==> config.mk <==
export PLATFORM = sky130hd
export DESIGN_NAME = wallace_mul_arbiter
export DESIGN_NICKNAME = d
export VERILOG_FILES = /design/src/rtl/wallace_mul_arbiter.sv
export SDC_FILE = /design/constraint.sdc
export NUM_CORES = 1
export LEC_CHECK = 0
export CORE_MARGIN = 1
export CORE_UTILIZATION = 50
export CTS_CLUSTER_DIAMETER = 120
export DETAILED_ROUTE_END_ITERATION = 12
export GPL_TIMING_DRIVEN = 1
export PLACE_DENSITY = 0.85
export SYNTH_ARGS = -nofsm -noshare
export SYNTH_HDL_FRONTEND = slang
export SYNTH_SLANG_ARGS = --single-unit
==> constraint.sdc <==
create_clock -name clk -period 3.7 [get_ports clk]
set_clock_uncertainty 0.2 [all_clocks]
set_input_delay 0.74 -clock clk [delete_from_list [all_inputs] [get_ports clk]]
set_output_delay 0.74 -clock clk [all_outputs]
set_load 0.05 [all_outputs]
==> src/rtl/wallace_mul_arbiter.sv <==
// Round-robin front end sharing one LAT-cycle 4x4 multiplier among NREQ requesters.
// Owner tags ride a pipeline matched to the multiplier. Results drain in order through a credit-guarded FIFO.
module wallace_mul_arbiter #(
  parameter int NREQ = 4,
  parameter int LAT  = 3,
  localparam int IDW = $clog2(NREQ)
) (
  input  logic              clk,
  input  logic              resetn,
  input  logic [NREQ-1:0]   req_valid,
  output logic [NREQ-1:0]   req_ready,
  input  logic [4*NREQ-1:0] req_a,
  input  logic [4*NREQ-1:0] req_b,
  output logic [3:0]        mul_a,
  output logic [3:0]        mul_b,
  input  logic [7:0]        mul_p,
  output logic              rsp_valid,
  input  logic              rsp_ready,
  output logic [IDW-1:0]    rsp_id,
  output logic [7:0]        rsp_p,
  output logic              busy
);
  localparam int DEPTH = LAT + 1;
  localparam int CW    = $clog2(DEPTH + 1);
  localparam int PW    = $clog2(DEPTH);

  logic [IDW-1:0]           r_rr;
  logic [LAT-1:0]           r_tv;
  logic [LAT-1:0][IDW-1:0]  r_tid;
  logic [IDW+7:0]           r_mem [DEPTH];
  logic [PW-1:0]            r_wp, r_rp;
  logic [CW-1:0]            r_cnt, r_cred;

  logic           w_found, w_issue, w_pop, w_push;
  logic [IDW-1:0] w_gnt;

  // Cyclic priority search starting at r_rr.
  always_comb begin
    logic [IDW:0] idx;
    idx     = '0;
    w_found = 1'b0;
    w_gnt   = '0;
    for (int k = 0; k < NREQ; k++) begin
      idx = {1'b0, r_rr} + (IDW+1)'(k);
      if (idx >= (IDW+1)'(NREQ)) idx = idx - (IDW+1)'(NREQ);
      if (!w_found && req_valid[idx[IDW-1:0]]) begin
        w_found = 1'b1;
        w_gnt   = idx[IDW-1:0];
      end
    end
  end

  assign rsp_valid = (r_cnt != '0);
  assign w_pop     = rsp_valid & rsp_ready;
  assign w_push    = r_tv[LAT-1];
  // A pop in this cycle frees a slot in time to issue against it.
  assign w_issue   = resetn & w_found & ((r_cred != '0) | w_pop);
  assign req_ready = w_issue ? (NREQ'(1) << w_gnt) : '0;
  assign mul_a     = w_issue ? req_a[4*w_gnt +: 4] : 4'd0;
  assign mul_b     = w_issue ? req_b[4*w_gnt +: 4] : 4'd0;
  assign rsp_id    = r_mem[r_rp][IDW+7:8];
  assign rsp_p     = r_mem[r_rp][7:0];
  assign busy      = (r_cred != CW'(DEPTH));

  always_ff @(posedge clk) begin
    if (!resetn) begin
      r_rr   <= '0;
      r_tv   <= '0;
      r_tid  <= '0;
      r_wp   <= '0;
      r_rp   <= '0;
      r_cnt  <= '0;
      r_cred <= CW'(DEPTH);
      for (int i = 0; i < DEPTH; i++) r_mem[i] <= '0;
    end else begin
      if (w_issue) r_rr <= (w_gnt == IDW'(NREQ-1)) ? '0 : w_gnt + 1'b1;
      // Stage 0 sits at the LSB; the cast drops the oldest stage.
      r_tv  <= LAT'({r_tv, w_issue});
      r_tid <= (LAT*IDW)'({r_tid, (w_issue ? w_gnt : IDW'(0))});
      if (w_push) begin
        r_mem[r_wp] <= {r_tid[LAT-1], mul_p};
        r_wp        <= (r_wp == PW'(DEPTH-1)) ? '0 : r_wp + 1'b1;
      end
      if (w_pop) r_rp <= (r_rp == PW'(DEPTH-1)) ? '0 : r_rp + 1'b1;
      r_cnt  <= r_cnt + CW'(w_push) - CW'(w_pop);
      r_cred <= r_cred - CW'(w_issue) + CW'(w_pop);
    end
  end
endmodule

==> impl_results.md <==
* Outcome: completed
* Root Driver: clkbuf_8
* Reg clk slew, reported paths at 0.06 ns
* Routed length per instance at 15.2 um
* Global-route wire length before repair at 9680 um
* Detailed Route WL at 6010 um
* Worst R2R Path Depth at 10
* Netlist cell types at 37
* TritonCTS Sinks at 63
* Worst Path Required at 2.76 ns
* Headroom to the max-slew limit at 60.9%
* Hold path cells at 1
* Initial antenna violation count at 0
* Drt via density at 5.24
* CP Max Fanout at 11
* Hold Vio Cnt, Final at 0
* Final Net Count at 374
* Max Cap Viol at 0
* Tcrit/Tclk final at 95.3%
* Worst r2r src: r_cnt[1]
* DR vias at 2068
* Synthesized instance count at 239
* Setup TNS at 0 ns
* Largest net degree at the start of global routing at 34
* Ratio of cells with drive above 1 in the final layout at 16.3%
* Least-Margin Pin Slew at 0.586 ns
* Die height at 80.3 um
* Insertion delay to the later sink of the worst-skew pair at 0.33 ns
* Die area at 6450 sq um
* RSZ-0062 raised after global routing: no
* Leakage power total at 1.67 nW
* Grt ovf at 0
* Critical Path Sink Type: primary output
* Non-Filler Instances at 395
* Antenna diodes at 0
* CP delay by family, top: compound AO/OA/AOI/OAI gates
* Cell area after synthesis at 3070 sq um
* Worst hold start: r_tv[0]
* CP Cell Sequence: clkdlybuf4s50_1, o41ai_1, a21oi_2, nand2_2, o22ai_1, buf_12
* I/O pin total at 71
* Hold buffers post-CTS at 0
* Number of port buffers at 70
* Leading cell type in the layout, fill and taps excluded: clkdlybuf4s50_1
* Yosys warning count at 0
* Post-CTS Resized at 0
* RR Endpoint: r_cred[2]
* Final-report setup violation count at 0
* Area delta synth->final at 34.9%
* TritonCTS clock tree: built
* Worst hold path endpoint: r_tv[1]
* Overall routing resource usage at 20.7%
* DRT Pass-1 Iters at 4
* Flop2flop setup slack at 1.05 ns
* P per Cell Area at 659 nW/um^2
* Met1 WL at 2410 um
* H-tree Lvls at 3
* GP Congestion at 0.876
* Slowest stage cell, crit path: clkdlybuf4s50_1
* Syn Area/Cell at 12.8 sq um
* Hold Crit Class: reg2reg
* Most frequent cells in the layout: 58 x clkdlybuf4s50_1, 45 x and2_1, 40 x edfxtp_1
* Crit path DAT at 2.59 ns
* F_max at 284 MHz
* Slew Viols, Final at 0
* Rows at 28
* Setup crit start kind: input port
* Die Wd at 80.3 um
* Placed Instances at 379
* Met3 WL at 323 um
* Post-route ant nets at 0
* Synthesized Nets at 298
* Fillers at 419
* Number of global-route vias before repair at 2195
* Worst IR Drop VDD at 0.448 mV
* Met2 wire len at 3230 um
* Initial Utilization at 51.8%
* Post-CTS Setup Bufs at 0
* DRC Markers at 0
* WS Path Type: in2out
* HPWL Detailed at 4200 um
* Max incr delay on CP at 0.56 ns
* CTS buffer count at 9
* CORE AREA at 5920 sq um
* Drt first-iter violations at 112
* Register area share after synthesis at 54.2%
* Synthesis-stage register bit count at 63
* Fin crit period at 3.53 ns
* Max Used Layer: met4
* Buf+Inv Stages, Crit Path at 2
* CTS max path bufs at 2
-- where the power goes --
part | leakage (nW) | total, mW | internal [mW] | switching [mW]
Combinational | 0.961 | 1.20 | 0.542 | 0.663
Clock | 0.104 | 0.623 | 0.378 | 0.245
Sequential | 0.603 | 0.900 | 0.835 | 0.0654
-- area by class of cell --
class	instances	area, sq um	area share (%)
Clock buffer	12	135	3.27
Clock inverter	4	70.1	1.69
Inverter	12	45.0	1.09
Multi-Input combinational cell	152	1280	31.0
Sequential cell	63	1660	40.2
Tap cell	75	93.8	2.27
Timing Repair Buffer	77	848	20.5
-- Yosys cell counts --
| cell type | count | area, sq um |
|---|---|---|
| buf_1 | 1 | 3.75 |
| mux4_2 | 10 | 225 |
| buf_2 | 1 | 5.00 |
| nor3_2 | 1 | 10.0 |
| o22ai_1 | 8 | 50.1 |
| clkbuf_1 | 7 | 26.3 |
| and2_1 | 45 | 282 |
| and2_2 | 1 | 7.51 |
| a21oi_2 | 2 | 17.5 |
| fa_1 | 2 | 40.0 |
| inv_1 | 11 | 41.3 |
| a21oi_1 | 4 | 20.0 |
| buf_12 | 1 | 20.0 |
| dfxtp_1 | 23 | 460 |
| nand2_2 | 1 | 6.26 |
| and3_1 | 10 | 62.6 |
| buf_6 | 2 | 22.5 |
| nand2_1 | 10 | 37.5 |
| nand2b_1 | 3 | 18.8 |
| nor2_1 | 2 | 7.51 |
| inv_2 | 1 | 3.75 |
| a2bb2oi_2 | 1 | 15.0 |
| o21ai_1 | 2 | 10.0 |
| nor3_1 | 3 | 15.0 |
| nand3b_1 | 1 | 7.51 |
| or3_4 | 1 | 11.3 |
| edfxtp_1 | 40 | 1200 |
| a21boi_0 | 1 | 7.51 |
| mux2i_1 | 18 | 180 |
| o21a_1 | 1 | 7.51 |
| xnor2_1 | 4 | 35.0 |
| nor2b_1 | 3 | 18.8 |
| o41ai_1 | 1 | 8.76 |
| nand2_4 | 2 | 22.5 |
| nor3b_1 | 4 | 30.0 |
| ha_1 | 10 | 125 |
| nand3_1 | 1 | 5.00 |
-- worst max-delay path by stage --
| stage | start | endpoint | cells after the start |
|---|---|---|---|
| 2_1_floorplan | req_valid[1] | mul_a[0] | 6 |
| 3_3_place_gp | req_valid[2] | r_cred[2] | 10 |
| 3_5_place_dp | req_valid[2] | r_cred[2] | 10 |
| 4_1_cts | req_valid[1] | mul_a[0] | 6 |
| 5_1_grt | req_valid[2] | mul_a[0] | 6 |
| 6_report | req_valid[2] | mul_a[3] | 6 |
-- cell families after synthesis --
kind of cell    Yosys count  synth area share [%]
simple gates             88                  17.7
flops                    63                  54.2
mux                      28                  13.2
buf+inv                  24                  4.00
compound gates           20                  4.45
fa+ha+maj                12                  5.38
xor+xnor                  4                  1.14
-- per-stage QoR --
stage	hold slack, ns	util (%)	power (mW)	setup slack, ns	area, sq um
after CTS	0.233	69.9	2.75	0.176	4140
after floorplan	0.212	-	1.73	0.580	3070
after global placement	0.213	66.4	2.09	0.204	3930
after global routing	0.237	69.9	2.87	0.00753	4140
after detailed placement	0.219	66.4	2.12	0.0511	3930
final	0.230	69.9	2.73	0.174	4140
-- routing by layer --
| metal | GRT usage [%] | vias up |
|---|---|---|
| met4 | 7.14 | 0 |
| met5 | 0 | - |
| li1 | - | 1003 |
| met3 | 7.50 | 5 |
| met1 | 20.6 | 986 |
| met2 | 39.4 | 74 |
-- registers in the layout (all words and copies together), names as in the netlist, named ones only --
register  count
r_rr          2
r_wp          2
r_cnt         3
r_mem        40
r_rp          2
r_tv          3
r_cred        3
r_tid         6
Power figures use the tool's default switching activity.
